**src/rtl/wave_pwm_dac.sv**
```systemverilog
// wave_pwm_dac: gain/offset scaled sample driving a period-synchronous PWM DAC
module wave_pwm_dac #(
  parameter int DIV_W = 16
) (
  input  logic             clk,
  input  logic             rst,
  input  logic             en,
  input  logic [7:0]       sample,
  input  logic [7:0]       gain,
  input  logic [7:0]       offset,
  input  logic [DIV_W-1:0] prescale,
  input  logic             sat_clr,
  output logic             pwm_out,
  output logic             sample_req,
  output logic             busy,
  output logic             sat
);
  typedef enum logic [1:0] {IDLE, RUN, STOP} state_t;
  state_t state, nxt_state;
  logic [7:0] scaled_d, scaled, off_q, next_duty, duty, phase, nxt_phase, nxt_duty;
  logic [9:0] sum;
  logic clamp_hit, tick, wrap, start;
  logic [DIV_W-1:0] prescaler, prescale_q, nxt_prescaler;
  assign scaled_d = 8'((16'(sample) * (16'(gain) + 16'd1)) >> 8);
  assign sum = {2'b00, scaled} + {{2{off_q[7]}}, off_q};
  always_ff @(posedge clk) begin
    if (rst) begin
      scaled <= '0;
      off_q <= '0;
      next_duty <= '0;
      clamp_hit <= 1'b0;
    end else begin
      scaled <= scaled_d;
      off_q <= offset;
      next_duty <= sum[9] ? 8'd0 : sum[8] ? 8'hff : sum[7:0];
      clamp_hit <= sum[9] | sum[8];
    end
  end
  always_ff @(posedge clk) state <= rst ? IDLE : nxt_state;
  always_comb begin
    tick = state != IDLE && prescaler == prescale_q;
    wrap = tick && phase == 8'd254;
    nxt_state = state == IDLE ? (en ? RUN : IDLE) :
                en ? RUN : (state == RUN || !wrap) ? STOP : IDLE;
  end
  always_comb begin
    busy = state != IDLE;
    start = state == IDLE ? en : wrap && (state == RUN || en);
    nxt_phase = state == IDLE || wrap ? 8'd0 : tick ? phase + 8'd1 : phase;
    nxt_prescaler = state == IDLE || tick ? '0 : prescaler + DIV_W'(1);
    nxt_duty = start ? next_duty : duty;
  end
  always_ff @(posedge clk) begin
    if (rst) begin
      phase <= '0;
      prescaler <= '0;
      prescale_q <= '0;
      duty <= '0;
      sample_req <= 1'b0;
      pwm_out <= 1'b0;
      sat <= 1'b0;
    end else begin
      phase <= nxt_phase;
      prescaler <= nxt_prescaler;
      prescale_q <= start ? prescale : prescale_q;
      duty <= nxt_duty;
      sample_req <= start;
      pwm_out <= nxt_state != IDLE && nxt_phase < nxt_duty;
      sat <= (start && clamp_hit) || (sat && !sat_clr);
    end
  end
endmodule

```
**config.mk**
```make
export PLATFORM = sky130hd
export DESIGN_NAME = wave_pwm_dac
export DESIGN_NICKNAME = d
export VERILOG_FILES = /design/src/rtl/wave_pwm_dac.sv
export SDC_FILE = /design/constraint.sdc
export NUM_CORES = 1
export LEC_CHECK = 0
export BUFFER_PORTS_ARGS = -buffer_cell sky130_fd_sc_hd__buf_4
export CORE_UTILIZATION = 56
export CTS_CLUSTER_DIAMETER = 40
export DETAILED_ROUTE_END_ITERATION = 10
export GPL_TIMING_DRIVEN = 0
export PLACE_DENSITY = 0.87
export SLEW_MARGIN = 20
export SYNTH_ARGS = -nofsm -noshare
export SYNTH_HDL_FRONTEND = slang
export SYNTH_SLANG_ARGS = --single-unit
```
**constraint.sdc**
```tcl
create_clock -name clk -period 12.22 [get_ports clk]
set_input_delay 1.833 -clock clk [delete_from_list [all_inputs] [get_ports clk]]
set_output_delay 1.833 -clock clk [all_outputs]
set_load 0.01 [all_outputs]
```
==> metrics <==
Data arrival, critical path=6.90 ns; Final Hold Fails=0; FF-to-FF Start=prescale_q[6]$_SDFFE_PP0P_; largest net degree at the start of global routing=13; routability cong.=roughly 0.91; vias in the first global route=between 4,000 and 5,000; Worst Setup SP=gain[0]; Final Cycle Share=54.2%; Layout area overhead=12.3%; Clk pin slew, worst setup/hold paths=0.08 ns; cells after synthesis=609; critical path required time=12.50 ns; DRT Wirelength=11,200 um; Main synth FF type=dfxtp_1; # resized after CTS=0; Vias/cell=roughly 5.3; Worst IR Drop VDD=around 0.07 mV; Port-buffer cells=47; Clock Sinks=78; Netlist Area Pre-Place=about 5700 um2; Placed Cells=just under 800; power density over the cells=135 nW/um2; register area share after synthesis=27.3%; top-count cell post-synth=dfxtp_1; RSZ-0062 raised after global routing=no; post-synth top area share=a little over a quarter; gr ovfl total=0; Critical Path Source Type=primary input; Rel. slew slack=55.0%; clk_lat worst skew=0.35 ns; outcome=complete, no violations; nets=804; Final Critical Period=6.62 ns; Hold Crit Class=reg -> reg; Post-synth EDFFs=0; total power=0.871 mW; die area=10,600 um2; H-tree depth=3; via count=around 4,300; CTS tree=done; CP Capture Type=flop; Tot GR Track Use=approximately 22%; Synth Register Bits=78; Synth Warn #=0; Mean Syn Cell Area=9.41 um2; root buf cell=clkbuf_8; Synth Net Count=746; Max-cap violations=0; final setup fails=0; Routed wire per std cell=about 14 um; Die Y-Extent=103 um; ys async rst share=0%; die width=103 um; hold_sp=clamp_hit$_SDFF_PP0_; Worst Skew=just over 0.009 ns; initial antenna violation count=0; io pins=48; Detailed Place HPWL=9090 um; Final ANT Viol Nets=0; slew of the pin with the lowest slew margin=0.673 ns; Unique masters post-synth=51; CTS Hold Bufs=0; top cells by count, synth=dfxtp_1 (78), nor2_1 (74), inv_1 (59); max frequency=about 150 MHz; Max Slew Vio Count=0; Detailed Routing Iterations Pass 1=4; leading area contributor after synthesis=dfxtp_1; Initial Util=58.1%; Core Rows=36; fraction of layout instances using a drive strength above 1=11.8%; first-pass GRT wire length=18,600 um; TNS Setup=0 ns; Setup Fix Bufs, Post-CTS=0; core footprint=just under 10,000 um2; DRC Markers=0; kind of critical path=in -> reg; Leak Pwr=3.05 nW; CP Max Fanout=9; maximum clock path buffer count=2; Num CTS Buffers=9; antenna cells=0; initial drt markers=137; Layout Cells excl Fill=803; leading post-synthesis cells by cell area=dfxtp_1 (27%), fa_1 (14%), ha_1 (11%), xor2_1 (6.1%), nor2_1 (4.8%)
-- state kept, by name, summed over array words and instances (netlist names) --
name        count
phase           8
sample_req      1
next_duty       8
clamp_hit       1
duty            8
off_q           8
pwm_out         1
prescale_q     16
sat             1
state           2
scaled          8
prescaler      16
-- worst max-delay path, stage by stage --
cell	delay, ns
buf_4	0.13
nand3_1	0.12
nor2_1	0.18
and3_1	0.19
xor2_1	0.54
nand2_1	0.17
fa_1	0.51
inv_1	0.05
fa_1	0.47
fa_1	0.54
inv_1	0.06
fa_1	0.52
inv_1	0.04
ha_1	0.21
or3_1	0.36
o32ai_4	0.31
o21ai_2	0.11
or4_1	0.47
nand4_1	0.09
-- cells in the final DEF (no fill, tap or decap), drive strengths merged, types with 19 or more instances in the layout --
cell type	instances
dfxtp	78
nor2	74
inv	59
buf	53
ha	52
fa	41
xor2	41
and2	33
nand2	32
nor2b	26
mux2i	25
a21oi	19
-- report_power, final --
group / internal (mW) / switching [mW] / leakage [nW]
Combinational: 0.180 / 0.213 / 2.32
Clock: 0.0973 / 0.0880 / 0.0980
Sequential: 0.281 / 0.0109 / 0.639
Total: 0.559 / 0.312 / 3.05
-- final cells by class --
cell class | count | area (um2)
Multi-Input combinational cell | 459 | 3850
Fill cell | 766 | 3430
Sequential cell | 78 | 1560
Timing Repair Buffer | 47 | 353
Inverter | 59 | 221
Tap cell | 133 | 166
Clock buffer | 10 | 138
Buffer | 13 | 91.3
Clock inverter | 4 | 48.8
-- worst paths after layout --
kind | slack, ns | depth (start not counted) | end
worst max-delay path | 5.60 | 19 | scaled[7]$_SDFF_PP0_
worst min-delay path | 0.49 | 2 | sat$_SDFF_PP0_
worst max register to register | 9.07 | 12 | pwm_out$_SDFF_PP0_
worst min register to register | 0.49 | 2 | sat$_SDFF_PP0_
-- through the flow --
stage               hold WS [ns]  setup WS [ns]  area (um2)  utilization [%]
floorplan                  0.432           5.85        5730                -
global placement           0.480           5.31        6250             63.3
detailed placement         0.486           5.23        6250             63.3
CTS                        0.499           5.60        6430             65.2
global route               0.514           5.26        6430             65.2
finish                     0.492           5.60        6430             65.2
-- layer usage --
layer	up-vias	GRT usage [%]	share of wire [%]
met1	2058	26.9	44
met2	101	42.0	51
met3	15	2.78	3.1
li1	2091	-	-
met5	-	0	0
met4	0	6.61	1.6
-- cells by family (layout without fill, tap and decap cells) --
group / count (synthesis) / count (layout) / synth area share, %
AOI/OAI and AO/OA: 49 / 49 / 5.68
muxes: 25 / 25 / 4.37
DFF: 78 / 78 / 27.3
buffers and inverters: 72 / 133 / 5.46
adders and majority gates: 93 / 93 / 25.7
xor gates and xnor gates: 58 / 58 / 9.00
and+or+nand+nor: 234 / 234 / 22.6
Note: power is estimated with default switching activity, not from simulation.
